--- config.mk ---
export PLATFORM = sky130hd
export DESIGN_NAME = seven_seg_scan_controller
export DESIGN_NICKNAME = d
export VERILOG_FILES = /design/src/rtl/seven_seg_scan_controller.sv
export SDC_FILE = /design/constraint.sdc
export NUM_CORES = 1
export LEC_CHECK = 0
export CORE_ASPECT_RATIO = 0.75
export CORE_MARGIN = 3
export CORE_UTILIZATION = 35
export CTS_CLUSTER_DIAMETER = 80
export DETAILED_ROUTE_END_ITERATION = 6
export GPL_ROUTABILITY_DRIVEN = 0
export GPL_TIMING_DRIVEN = 0
export HOLD_SLACK_MARGIN = 0.12
export SKIP_LAST_GASP = 1
export SYNTH_ARGS = -nofsm -noshare
export SYNTH_HDL_FRONTEND = slang
export SYNTH_SLANG_ARGS = --single-unit
--- constraint.sdc ---
create_clock -name clk -period 4.8 [get_ports clk]
set_clock_uncertainty 0.1 [all_clocks]
set_input_delay 1.44 -clock clk [delete_from_list [all_inputs] [get_ports clk]]
set_output_delay 1.44 -clock clk [all_outputs]
set_load 0.1 [all_outputs]
--- src/rtl/seven_seg_scan_controller.sv ---
// seven_seg_scan_controller: scans NUM_DIGITS common-anode digits through one shared hex-to-7seg converter
module seven_seg_scan_controller #(
    parameter int NUM_DIGITS   = 4,
    parameter int REFRESH_DIV  = 50000,
    parameter int BLANK_CYCLES = 2
) (
    input  logic                    clk,
    input  logic                    reset,
    input  logic                    load,
    input  logic [4*NUM_DIGITS-1:0] value,
    input  logic                    lz_blank,
    output logic [3:0]              hex_nibble,
    input  logic [6:0]              seg_in,
    output logic [6:0]              seg_out,
    output logic [NUM_DIGITS-1:0]   an,
    output logic                    frame_done,
    output logic                    pending
);
    localparam int TMAX = (REFRESH_DIV > BLANK_CYCLES) ? REFRESH_DIV : BLANK_CYCLES;
    localparam int TW   = $clog2(TMAX);
    localparam int DW   = $clog2(NUM_DIGITS);
    localparam logic [TW-1:0] B_END = TW'(BLANK_CYCLES - 1);
    localparam logic [TW-1:0] S_END = TW'(REFRESH_DIV - 1);
    localparam logic [TW-1:0] S_PRE = TW'((REFRESH_DIV >= 2) ? REFRESH_DIV - 2 : 0);
    localparam logic [DW-1:0] LAST  = DW'(NUM_DIGITS - 1);

    typedef enum logic {BLANK, SHOW} state_t;

    state_t                  state;
    logic [TW-1:0]           timer;
    logic [DW-1:0]           digit_sel;
    logic [4*NUM_DIGITS-1:0] active;
    logic [4*NUM_DIGITS-1:0] shadow;
    logic                    upper_zero;

    assign hex_nibble = active[{digit_sel, 2'b00} +: 4];

    // true when the selected digit and every digit to its left are zero
    always_comb begin
        upper_zero = 1'b1;
        for (int i = 0; i < NUM_DIGITS; i++)
            if (i >= int'(digit_sel) && active[4*i +: 4] != 4'h0) upper_zero = 1'b0;
    end

    // scan FSM; frame_done is registered one cycle ahead so it lands on the last SHOW cycle of the final digit
    always_ff @(posedge clk or posedge reset) begin
        if (reset) begin
            state      <= BLANK;
            timer      <= '0;
            digit_sel  <= '0;
            an         <= '1;
            frame_done <= 1'b0;
        end else begin
            frame_done <= (digit_sel == LAST) &&
                          ((state == BLANK && timer == B_END && REFRESH_DIV == 1) ||
                           (state == SHOW && timer == S_PRE && REFRESH_DIV > 1));
            if (state == BLANK) begin
                if (timer == B_END) begin
                    state <= SHOW;
                    timer <= '0;
                    an    <= ~(NUM_DIGITS'(1) << digit_sel);
                end else begin
                    timer <= timer + 1'b1;
                end
            end else if (timer == S_END) begin
                state     <= BLANK;
                timer     <= '0;
                an        <= '1;
                digit_sel <= (digit_sel == LAST) ? '0 : digit_sel + 1'b1;
            end else begin
                timer <= timer + 1'b1;
            end
        end
    end

    // segment pin register with leading-zero override
    always_ff @(posedge clk or posedge reset) begin
        if (reset) seg_out <= 7'h7F;
        else       seg_out <= (lz_blank && digit_sel != '0 && upper_zero) ? 7'h7F : seg_in;
    end

    // double buffer: loads park in shadow, commit at the frame boundary; a boundary load bypasses shadow
    always_ff @(posedge clk or posedge reset) begin
        if (reset) begin
            active  <= '0;
            shadow  <= '0;
            pending <= 1'b0;
        end else begin
            if (load) shadow <= value;
            if (frame_done) begin
                active  <= load ? value : (pending ? shadow : active);
                pending <= 1'b0;
            end else if (load) begin
                pending <= 1'b1;
            end
        end
    end
endmodule

Yosys cells after proc, flatten, opt, wreduce, memory -nomap -nowiden
Cells that the tools add are included.

word-level totals
  register bits after elaboration = 64
  input port bits = 27
  output and inout bits = 17
  logic and storage cells = 59

cells by class
  add/sub/neg operators = 2
  $lt $le $gt $ge = 3
  equality and inequality tests = 5
  shifts and indexed selects = 2
  multiplexer cells = 19
  bitwise logic cells = 1
  reductions and logical operators = 18

operators with widths
  kind                                                                      count
  16-bit two-way mux                                                        5
  16-bit == test (second input constant)                                    2
  16-bit by 1-bit adder with 16-bit output (second input constant)          1
  16-bit by 1-bit == test with 1-bit output (second input constant)         1
  4-bit nonzero test                                                        4
  16-bit by 5-bit indexed part select with 4-bit output                     1
  4-bit two-way mux                                                         3
  1-bit two-way mux                                                         9
  2-bit nonzero test                                                        4
  1-bit logical AND                                                         7
  7-bit two-way mux                                                         1
  2-bit AND reduction                                                       3
  1-bit by 2-bit >= comparator with 1-bit output (first input constant)     2
  4-bit NOT                                                                 1
  1-bit by 2-bit << shifter with 4-bit output (first input constant)        1
  2-bit by 1-bit adder with 2-bit output (second input constant)            1
  2-bit == test (second input constant)                                     1
  2-bit >= comparator (first input constant)                                1
  2-bit two-way mux                                                         1
  2-bit by 1-bit inequality test with 1-bit output (second input constant)  1

Logic depth before layout (Yosys ltp)
Gate-level depths: netlist of run 1.

  depth in word-level cells = 8
  mapped depth = 7
  mapped depth without buffers = 6

Worst setup path before layout of run 1
OpenSTA, ideal clock, no wires.

  path type = reg-to-output
  start point = reg digit_sel[0]
  end point = out hex_nibble[0]
  arrival = 1.509 ns
  required time = 3.260 ns
  setup slack = 1.751 ns
  stages on the path, launching flop included = 3
  buffers on the path = 1
  path through = dfrtp_1 > clkbuf_1 > mux4_2

on the way
  cells in the longest elaborated chain, start to end = 1

ends and longest elaborated chain
  what                                                   RTL line  source
  start, declared                                        31        logic [DW-1:0] digit_sel;
  start signal, assigned                                 69        digit_sel <= (digit_sel == LAST) ? '0 : digit_sel + 1'b1;
  16-bit by 5-bit indexed part select with 4-bit output  36        assign hex_nibble = active[{digit_sel, 2'b00} +: 4];
  end, declared                                          12        output logic [3:0] hex_nibble,

Every way passes these cells.

Worst setup path after layout of run 1
  start point = reg digit_sel[0]
  end point = out hex_nibble[1]

Same word-level chain as after synthesis.

==> metrics, run 1 <==
nets@finish 304; clock insertion delay at the later pin of the skew report 340 ps; pwr dens 306.7 nW/um2; Antenna Nets Post-Route 0; Post-Route WL 5655 um; vias per cell 4.848; Vias 1818; sequential share of the synthesized area 56.75%; vias in the first global route 1890; H-tree lvl count 3; crit path max fanout 7; max-slew violation count 0; VDD IR max 0.1210 mV; RSZ-0062 raised after global routing false; post-synth top area cell dfrtp_1; # Post-CTS Setup Buffers 0; Iter 0 DRT Violations 59; FF-to-FF path depth 5; Die ar. 9262 um2; # rows 27; Relative slew margins 33.59%; share of the synthesized area in the top cell type 46.59%; Setup crit start kind flip-flop; final HPWL from detailed placement 4111 um; total grt overflow 0; initial antenna violation count 0; Starting Density 37.45%; Distinct cells, synth 35; setup violators final 0; Setup TNS Final 0 ps; All-Layer GR Usage 13.38%; Seq cells post-synth 64; hold buffer count at cts 0; layout cells sized above 1 32.12%; final hold slack 353.8 ps; WL/cell 15.08 um; final count of hold timing violations 0; num ports 44; largest net degree at the start of global routing 37; post-synthesis cell count 215; core area 7601 um2; mean area per synthesized cell 13.24 um2; drt first pass iters 4; Die Y 84.10 um; Clock Path Buffers 2; dpl cells 359; PortBufs 42; CTS buffer count 9; post-route minimum period 4205 ps; Max Cap Viol 0; synth-to-layout area growth 26.86%; Die W 110.1 um; Syn Nets 250; fin cells 375; first-pass GRT wire length 9459 um; status finished clean; DRC Markers 0; WS Path Type reg2out; synthesized area 2846 um2; final worst path period share 87.61%; clk root buf clkbuf_8; cells resized by post-CTS repair 0; Reg clk slew, reported paths 70 ps; Max Freq 0.2378 GHz; Hold Path Class reg2reg; top post-synthesis cells by area dfrtp_1 (47%), mux2_2 (13%), dfstp_2 (10%); crit path DAT 2670 ps; CP Capture Type output pin; CTS tree done; Leakage 1.565 nW; synth warn 0; Least-Margin Pin Slew 993.0 ps; Hold Path Depth 1; CTS Sinks 64; Inserted Diodes 0; Required @ worst endpoint 3260 ps
==> per-layer routing <==
metal,global-route usage [%],part of all wire (%)
met5,0,0
met4,5.034,1.3
met3,4.718,6.1
met2,17.51,40
met1,20.10,53
==> kinds of logic (layout without fill, tap and decap cells) <==
group | after synthesis | in the layout | share of synthesized area [%]
and+or+nand+nor | 68 | 68 | 13.98
xor gates and xnor gates | 14 | 14 | 4.307
DFF | 64 | 64 | 56.75
buffers and inverters | 15 | 74 | 2.154
muxes | 38 | 38 | 16.88
AOI/OAI and AO/OA | 8 | 8 | 2.418
adders and majority gates | 8 | 8 | 3.517
==> area by class of cell <==
class                   count  area, um2
fillers                   681       3990
flip-flops and latches     64       1615
multi-input cells         136       1170
repair buffers             43      440.4
clock buffers              11      141.4
well taps                 101      126.4
clock inverters             5      56.30
inverters                   9      33.78
plain buffers               6      27.53
==> power breakdown <==
group	internal, mW	switching, mW
Sequential	0.558	0.00354
Clock	0.253	0.206
Combinational	0.0391	0.0475
==> Yosys cell counts <==
master	number
dfrtp_1	53
nor4b_2	1
o21ba_2	1
and3_1	1
and2b_2	1
clkbuf_1	1
dfstp_2	11
nand2_1	7
nor2_1	17
and4_1	1
nor3_1	5
nand3_1	6
inv_1	9
a21o_1	1
nand4_2	1
nand4_1	6
xor2_1	4
nor4_2	1
nor4_1	9
mux2_2	32
or2_2	7
o31a_2	4
o22ai_1	1
nor4_4	1
mux4_2	4
or3_2	1
or4_1	1
buf_1	1
o21ai_1	1
mux2_4	2
nor2b_1	1
ha_1	8
buf_2	4
xnor2_1	10
nor4b_1	1
==> worst paths after layout <==
kind | startpoint | end | slack [ps]
hold reg to reg | frame_done$_DFF_PP0_ | pending$_DFFE_PP0P_ | 350
hold / removal | frame_done$_DFF_PP0_ | pending$_DFFE_PP0P_ | 350
max in group asynchronous | reset | an[0]$_DFFE_PP1P_ | 2540
setup / recovery | digit_sel[0]$_DFFE_PP0P_ | hex_nibble[1] | 590
min in group asynchronous | reset | timer[10]$_DFF_PP0_ | 1390
setup reg to reg | digit_sel[0]$_DFFE_PP0P_ | seg_out[1]$_DFF_PP1_ | 2720
==> worst max-delay path, stage by stage, from the launching register on <==
cell	delay, ps
dfrtp_1	400
clkbuf_1	380
mux4_2	570
clkdlybuf4s50_1	980
==> flip-flops by register name, indices dropped and copies added, names as in the netlist <==
register and flops:
pending 1, frame_done 1, timer 16, active 16, state 1, shadow 16
seg_out 7, digit_sel 2, an 4
==> stage by stage <==
stage	setup WS, ps	instance area, um2	power [mW]	utilization (%)
after floorplan	1680	2846	0.6237	-
after global placement	486.6	3393	0.6566	44.64
after detailed placement	905.4	3413	0.6602	44.91
after CTS	533.1	3611	1.124	47.51
after global routing	468.0	3611	1.157	47.51
final	594.6	3611	1.107	47.51
==> cell usage in the layout, fill, tap and decap left out, types with 2 or more instances in the layout <==
cell / n
mux2_2: 32
nand2_1: 7
or2_2: 7
nand3_1: 6
buf_2: 4
mux2_4: 2
ha_1: 8
o31a_2: 4
inv_1: 8
clkbuf_1: 2
clkdlybuf4s50_1: 42
nand4_1: 6
clkinv_2: 2
nor3_1: 5
xnor2_1: 10
mux4_2: 4
clkbuf_8: 10
xor2_1: 4
dfrtp_1: 53
nor2_1: 17
nor4_1: 9
dfstp_2: 11
(Power assumes the default switching activity.)
==> run 2, diff against run 1 <==
==> constraint.sdc (replaced) <==
create_clock -name clk -period 5.3 [get_ports clk]
set_clock_uncertainty 0.1 [all_clocks]
set_input_delay 1.59 -clock clk [delete_from_list [all_inputs] [get_ports clk]]
set_output_delay 1.59 -clock clk [all_outputs]
set_load 0.02 [all_outputs]
==> results of run 2 <==
The final DEF is identical to that of run 1. Status: finished clean.
Main changes from that run: setup slack after placement 905.4 ps -> 1686 ps; setup slack after layout 594.6 ps -> 1376 ps; register-to-register setup slack 2720 ps -> 3220 ps; total power 1.107 mW -> 0.9859 mW; worst IR drop on VDD 0.1210 mV -> 0.1096 mV
==> run 3, diff against run 2 <==
==> constraint.sdc (replaced) <==
create_clock -name clk -period 3.2 [get_ports clk]
set_clock_uncertainty 0.1 [all_clocks]
set_input_delay 0.96 -clock clk [delete_from_list [all_inputs] [get_ports clk]]
set_output_delay 0.96 -clock clk [all_outputs]
set_load 0.02 [all_outputs]
==> metrics, run 3 (synthesized netlist as in run 1, its figures left out) <==
Leakage 1.562 nW (-0.18%); Die Y 84.10 um (unchanged); final count of hold timing violations 0 (unchanged); clk root buf clkbuf_8; Iter 0 DRT Violations 55 (-6.8%); reg-to-reg endpoint digit_sel[1]$_DFFE_PP0P_; first-pass GRT wire length 9439 um (-0.21%); Internal 1.275 mW; FF-to-FF path depth 4 (-1); Starting Density 37.45% (unchanged); Least-Margin Pin Slew 726.2 ps; Inserted Diodes 0 (unchanged); pwr dens 452.6 nW/um2; CP endpoint hex_nibble[1]; max-slew violation count 0 (unchanged); Setup TNS Final 0 ps (unchanged); CP delay by family, top buffers and inverters; switching power 0.3581 mW; Hold Path Class reg2reg; FF+latch area 1617 um2 (about the same); Setup crit start kind flip-flop; DRC Markers 0 (unchanged); critical path depth 2 (-1); synth-to-layout area growth 26.77% (about the same); Clock Path Buffers 2 (unchanged); most frequent cells in the layout dfrtp_1 (52), clkdlybuf4s50_1 (42), mux2_2 (32); crit path buf inv count 1 (-1); final hold slack 354.2 ps (+0.3920 ps); CTS Sinks 64 (unchanged); final HPWL from detailed placement 4111 um (unchanged); Reg clk slew, reported paths 70 ps (about the same); flop2flop setup slack 1140 ps; num ports 44 (unchanged); Antenna Nets Post-Route 0 (unchanged); crit path from digit_sel[0]$_DFFE_PP0P_; WL/cell 15.06 um (-0.16%); Clk pwr share 42.2%; worst-path cell chain mux4_2, clkdlybuf4s50_1; drt first pass iters 4 (unchanged); post-route minimum period 2995 ps; CP Capture Type output pin; worst stage delay on the critical path 550 ps; VDD IR max 0.1810 mV; Required @ worst endpoint 2140 ps; sw frac 21.92%; Hold Path Depth 1 (unchanged); layout cells sized above 1 32.60% (+0.48 points); WS Path Type reg2out; nets@finish 303 (-0.33%); vias in the first global route 1880 (-0.53%); Vias 1822 (+0.22%); H-tree lvl count 3 (unchanged); All-Layer GR Usage 13.37% (-0.016 points); Top Registers active x16, shadow x16, timer x16; hold buffer count at cts 0 (unchanged); Max Freq 0.3339 GHz; RSZ-0062 raised after global routing false; largest net degree at the start of global routing 37 (unchanged); # rows 27 (unchanged); Seq pwr share 51.6%; CTS buffer count 9 (unchanged); area of the multi-input gates 1170 um2 (unchanged); PortBufs 42 (unchanged); post-layout util 47.47% (about the same); vias per cell 4.872 (+0.49%); crit path max fanout 10 (+3); Max Cap Viol 0 (unchanged); final worst path period share 93.59%; total power 1.633 mW; combinational group share of total power 6.2%; status finished clean; fin cells 374 (-0.27%); CTS tree done; Die W 110.1 um (unchanged); Relative slew margins 51.26%; Slowest-stage cell, CP clkdlybuf4s50_1; initial antenna violation count 0 (unchanged); total grt overflow 0 (unchanged); Die ar. 9262 um2 (unchanged); dpl cells 359 (unchanged); Reg-to-Reg Start timer[0]$_DFF_PP0_; clock insertion delay at the later pin of the skew report 340 ps (about the same); Post-Route WL 5631 um (-0.42%); fillcell total 685 (+0.59%); core area 7601 um2 (unchanged); crit path DAT 1940 ps; setup violators final 0 (unchanged); most common cell after layout, fill and taps aside dfrtp_1
## run 3: cell types whose count changed in the layout (fill, tap and decap cells not counted), sizes merged
cell | previous run | this run
clkbuf | 12 | 11
## run 3: worst min path at each step
stage                           startpoint                      to
floorplan           shadow[15]$_DFFE_PP0P_  shadow[15]$_DFFE_PP0P_
global placement      frame_done$_DFF_PP0_     pending$_DFFE_PP0P_
detailed placement    frame_done$_DFF_PP0_     pending$_DFFE_PP0P_
CTS                   frame_done$_DFF_PP0_     pending$_DFFE_PP0P_
global route          frame_done$_DFF_PP0_     pending$_DFFE_PP0P_
finish                frame_done$_DFF_PP0_     pending$_DFFE_PP0P_
## run 3: layer usage
layer  vias to the layer above  global-route usage [%]  part of all wire, %
met5                         -                       0                    0
met4                         0                   5.034                  1.5
met3                         8                   4.718                  6.2
met2                        39                   17.46                   40
met1                       905                   20.10                   52
li1                        870                       -                    -
## run 3: area by class of cell
cell class / count / share of cell area [%]
plain buffers: 5 / 0.6588
clock buffers: 11 / 3.918
clock inverters: 5 / 1.560
inverters: 9 / 0.9362
multi-input cells: 136 / 32.42
flip-flops and latches: 64 / 44.80
well taps: 101 / 3.502
repair buffers: 43 / 12.21
## run 3: power groups by stage
stage               Combinational (mW)  Sequential, mW  Clock [mW]
floorplan                       0.0442           0.862           0
finish                           0.102           0.842       0.689
detailed placement               0.105           0.857           0
global route                     0.112           0.844       0.750
CTS                              0.105           0.842       0.710
global placement                 0.100           0.856           0
## run 3: per-stage QoR
stage / worst slack [ps] / instance area (um2)
finish: 205.0 / 3608
global route: 132.7 / 3608
CTS: 32.99 / 3607
detailed placement: 216.1 / 3413
global placement: -633.4 / 3393
floorplan: 560.1 / 2846
## run 3: repair_timing
item,CTS,global route
buffers inserted,0,0
pin swaps,0,0
gates resized for setup,0,1
endpoints found under the setup margin,4,4
## run 3: worst reg2reg max path, delay by kind of cell, from the launching register on
| family | cells | cell delay, ps |
|---|---|---|
| multiplexers | 1 | 340 |
| AND/OR/NAND/NOR | 2 | 840 |
| adder cells (fa/ha/maj) | 1 | 240 |
| flip-flops | 1 | 430 |
==> RTL edit 1: new RTL, config.mk and constraints of run 2 <==
One comparison of `timer` changes from == to >=.
--- a/src/rtl/seven_seg_scan_controller.sv
+++ b/src/rtl/seven_seg_scan_controller.sv
@@ -53,7 +53,7 @@
         end else begin
             frame_done <= (digit_sel == LAST) &&
                           ((state == BLANK && timer == B_END && REFRESH_DIV == 1) ||
-                           (state == SHOW && timer == S_PRE && REFRESH_DIV > 1));
+                           (state == SHOW && timer >= S_PRE && REFRESH_DIV > 1));
             if (state == BLANK) begin
                 if (timer == B_END) begin
                     state <= SHOW;
Check against the original RTL: no difference found for any inputs over 10 cycles, from zero or initial values and one cycle with reset high; that may be too few to reach the edited logic, so the function may still have changed.
==> RTL edit 1 against run 2 <==
Sequential cell count unchanged; clock power rose by 26%; area after synthesis decreased by 0.62%; routed wire length grew 1.1%; total power is 11% higher; sequential power hardly changed; non-clock buffer count rose by 2; global-route usage shrank 0.074 points; worst setup slack got worse by 0.0040 ns; cell area increased by 1.0%.
==> RTL edit 1: results <==
export IMPL_relSlewSlack_pct=34.4
export IMPL_finalHoldWorstSlack_ns=0.369
export IMPL_dp_slack_ns=1.63
export IMPL_critical_path_reg2reg_endpoint="seg_out[0]$_DFF_PP1_"
export IMPL_place_hpwl_um=4060
export IMPL_synth_area_top_cells="sky130_fd_sc_hd__dfrtp_1 47%, sky130_fd_sc_hd__mux2_2 11%, sky130_fd_sc_hd__dfstp_2 10%, sky130_fd_sc_hd__ha_1 3.5%, sky130_fd_sc_hd__mux4_2 3.2%"
export IMPL_synthDistinctLibCells=40
export IMPL_reg2regPathDepth=6
export IMPL_synth_cells_most_frequent="53 x sky130_fd_sc_hd__dfrtp_1, 27 x sky130_fd_sc_hd__mux2_2, 16 x sky130_fd_sc_hd__nor2_1"
export IMPL_cp_slowest_cell="sky130_fd_sc_hd__clkdlybuf4s50_1"
export IMPL_netSwitchingPower_w=0.000234
export IMPL_nFillCells=706
export IMPL_antenna_cells=0
export IMPL_finalPower_w=0.00109
export IMPL_pin_count_of_the_biggest_net_entering_global_routing=35
export IMPL_first_global_vias=1737
export IMPL_global_route_usage_total_pct=13.3
export IMPL_detail_route_wl_per_cell_um=15.2
export IMPL_grt_pass1_wl_um=9310
export IMPL_placement_cell_area_um2=3400
export IMPL_critical_path_endpoint="hex_nibble[2]"
export IMPL_first_iter_violations=62
export IMPL_power_static_leakage_nw=1.62
export IMPL_fin_crit_ns=3.93
export IMPL_total_number_of_vias=1815
export IMPL_run_status="completed"
-- RTL edit 1: cell types whose count changed in the layout (fill, tap and decap cells not counted), moves of 3 or more --
cell | before | now
sky130_fd_sc_hd__or2_1 | 0 | 7
sky130_fd_sc_hd__mux2_1 | 0 | 7
sky130_fd_sc_hd__mux2_2 | 32 | 27
sky130_fd_sc_hd__nor3_1 | 5 | 2
sky130_fd_sc_hd__a31oi_1 | 0 | 4
sky130_fd_sc_hd__o31a_2 | 4 | 0
sky130_fd_sc_hd__or2_2 | 7 | 1
sky130_fd_sc_hd__mux2i_1 | 0 | 4
sky130_fd_sc_hd__inv_1 | 8 | 5
-- RTL edit 1: cell type report --
type | count | area, um2 | share of cell area [%]
clock buffers | 9 | 124 | 3.40
repair buffers | 43 | 440 | 12.1
clock inverters | 7 | 128 | 3.50
well taps | 101 | 126 | 3.46
plain buffers | 8 | 37.5 | 1.03
multi-input cells | 137 | 1150 | 31.6
flip-flops and latches | 64 | 1620 | 44.3
inverters | 6 | 22.5 | 0.617
-- RTL edit 1: kinds of logic after synthesis --
| kind of cell | count (synthesis) | synth area share, % |
|---|---|---|
| AOI/OAI and AO/OA | 13 | 3.05 |
| xor gates and xnor gates | 13 | 4.02 |
| adders and majority gates | 8 | 3.54 |
| buffers and inverters | 14 | 2.12 |
| DFF | 64 | 57.1 |
| muxes | 42 | 18.1 |
| and+or+nand+nor | 61 | 12.0 |
-- RTL edit 1: routing by layer --
layer	routed length [um]	global-route usage [%]	up-vias	part of all wire, %
li1	-	-	877	-
met3	207	3.79	7	3.6
met2	2340	17.2	33	41
met4	102	6.23	0	1.8
met5	0	0	-	0
met1	3070	20.1	898	54
==> RTL edit 2: new RTL, flow settings as in run 2 <==
Without the edit above. Set the parameter `REFRESH_DIV` to 200000 (it was 50000).
--- a/src/rtl/seven_seg_scan_controller.sv
+++ b/src/rtl/seven_seg_scan_controller.sv
@@ -1,7 +1,7 @@
 // seven_seg_scan_controller: scans NUM_DIGITS common-anode digits through one shared hex-to-7seg converter
 module seven_seg_scan_controller #(
     parameter int NUM_DIGITS   = 4,
-    parameter int REFRESH_DIV  = 50000,
+    parameter int REFRESH_DIV  = 200000,
     parameter int BLANK_CYCLES = 2
 ) (
     input  logic                    clk,
Check against the original RTL: same outputs for any inputs over 10 cycles, from zero or initial values and one cycle with reset high; that may be too few to reach the edited logic, so the function may still have changed.
==> RTL edit 2 against run 2 <==
Routed wire length rose by 6.8%; total power rose by 11%; cell area rose by 3.7%; area after synthesis rose by 3.5%; sequential cell count rose by 2; worst setup slack got worse by 0.029 ns; largest power group unchanged; sequential power rose by 3%; critical endpoint unchanged.
==> RTL edit 2: results <==
export IMPL_route_met2_wl_um=2480
export IMPL_postCtsResizedCells=0
export IMPL_detail_route_drc_violations=0
export IMPL_nFillCells=712
export IMPL_global_route_usage_total_pct=13.7
export IMPL_power_static_leakage_nw=1.67
export IMPL_grt_pass1_wl_um=10300
export IMPL_detail_route_wl_per_cell_um=15.6
export IMPL_portion_of_the_post_synthesis_area_used_by_sequential_elements_pct=56.5
export IMPL_pin_count_of_the_biggest_net_entering_global_routing=67
export IMPL_timing_reg2reg_setup_slack_ns=2.74
export IMPL_synth_warnings=0
export IMPL_synth_area_top_cells="sky130_fd_sc_hd__dfrtp_1 47%, sky130_fd_sc_hd__mux2_2 13%, sky130_fd_sc_hd__dfstp_2 9.8%, sky130_fd_sc_hd__ha_1 3.4%, sky130_fd_sc_hd__mux4_2 3.1%"
export IMPL_synth_top_area_share_pct=46.7
export IMPL_nNetsFinal=312
export IMPL_async_flop_share_pct=100
export IMPL_reg2regPathDepth=6
export IMPL_critical_path_reg2reg_endpoint="seg_out[6]$_DFF_PP1_"
export IMPL_biggestRegsByFlops="timer: 18 flops, active: 16 flops, shadow: 16 flops"
export IMPL_place_hpwl_um=4250
export IMPL_relSlewSlack_pct=46.4
export IMPL_first_global_vias=2035
export IMPL_total_number_of_vias=1934
export IMPL_finalHoldWorstSlack_ns=0.369
export IMPL_synth_cells_most_frequent="55 x sky130_fd_sc_hd__dfrtp_1, 33 x sky130_fd_sc_hd__mux2_2, 12 x sky130_fd_sc_hd__nor2_1"
export IMPL_worst_hold_path_num_cells=1
export IMPL_worst_ir_drop_vdd_mv=0.133
export IMPL_first_iter_violations=73
export IMPL_postSynthNetCount=259
export IMPL_detailedRoute_firstPassIterationCount=5
export IMPL_critPathArrivalTime_ns=2.26
export IMPL_wl_met3_um=267
export IMPL_synthDistinctLibCells=43
export IMPL_run_status="completed"
export IMPL_post_route_cells_drive_above_1_share_pct=30.9
export IMPL_met1_length_um=3230
## RTL edit 2: layout make-up
cell class	instances	share of cell area, %
Tap cell	105	3.51
Clock inverter	6	3.07
Inverter	7	0.769
Sequential cell	66	44.5
Clock buffer	10	3.41
Buffer	6	0.836
Multi-Input combinational cell	145	32.7
Timing Repair Buffer	42	11.2
## RTL edit 2: worst max-delay path by stage
stage                                   startpoint  slack [ns]                    end
after CTS                 digit_sel[0]$_DFFE_PP0P_        1.29          hex_nibble[1]
after global routing      digit_sel[0]$_DFFE_PP0P_        1.20          hex_nibble[1]
final                     digit_sel[0]$_DFFE_PP0P_        1.35          hex_nibble[1]
after detailed placement  digit_sel[0]$_DFFE_PP0P_        1.67          hex_nibble[1]
after floorplan                              reset        1.97  active[0]$_DFFE_PP0P_
after global placement                       reset        0.72  shadow[7]$_DFFE_PP0P_
## RTL edit 2: where the power goes
part | internal (W) | total (W) | switching (W)
Sequential | 0.000520 | 0.000524 | 0.00000335
Combinational | 0.0000341 | 0.0000606 | 0.0000264
Clock | 0.000314 | 0.000515 | 0.000201
Total | 0.000869 | 0.00110 | 0.000231
## RTL edit 2: metal layers
metal,GRT usage [%],up-vias
met5,0,-
li1,-,908
met3,3.78,6
met4,5.24,0
met2,18.9,53
met1,20.2,967
## RTL edit 2: worst max-delay path: stages, from the launching register on
cell	delay (ns)
sky130_fd_sc_hd__dfrtp_1	0.40
sky130_fd_sc_hd__clkbuf_1	0.39
sky130_fd_sc_hd__mux4_2	0.58
sky130_fd_sc_hd__clkdlybuf4s50_1	0.56
## RTL edit 2: cell families (layout without fill, tap and decap cells)
logic type      after synthesis  in the layout  share of synthesized area, %
buf+inv                      13             71                          1.95
compound gates               17             17                          3.78
simple gates                 67             67                          13.8
xor+xnor                     12             12                          3.57
mux                          41             41                          17.0
fa+ha+maj                     8              8                          3.40
flops                        66             66                          56.5
## RTL edit 2: through the flow
stage	instance area, um2	cells	util (%)	setup slack, ns	power (W)
after floorplan	2950	224	-	1.97	0.000563
after global placement	3500	371	43.6	0.717	0.000594
after detailed placement	3500	371	43.6	1.67	0.000596
after CTS	3740	387	46.7	1.29	0.00112
after global routing	3740	387	46.7	1.20	0.00114
final	3740	387	46.7	1.35	0.00110
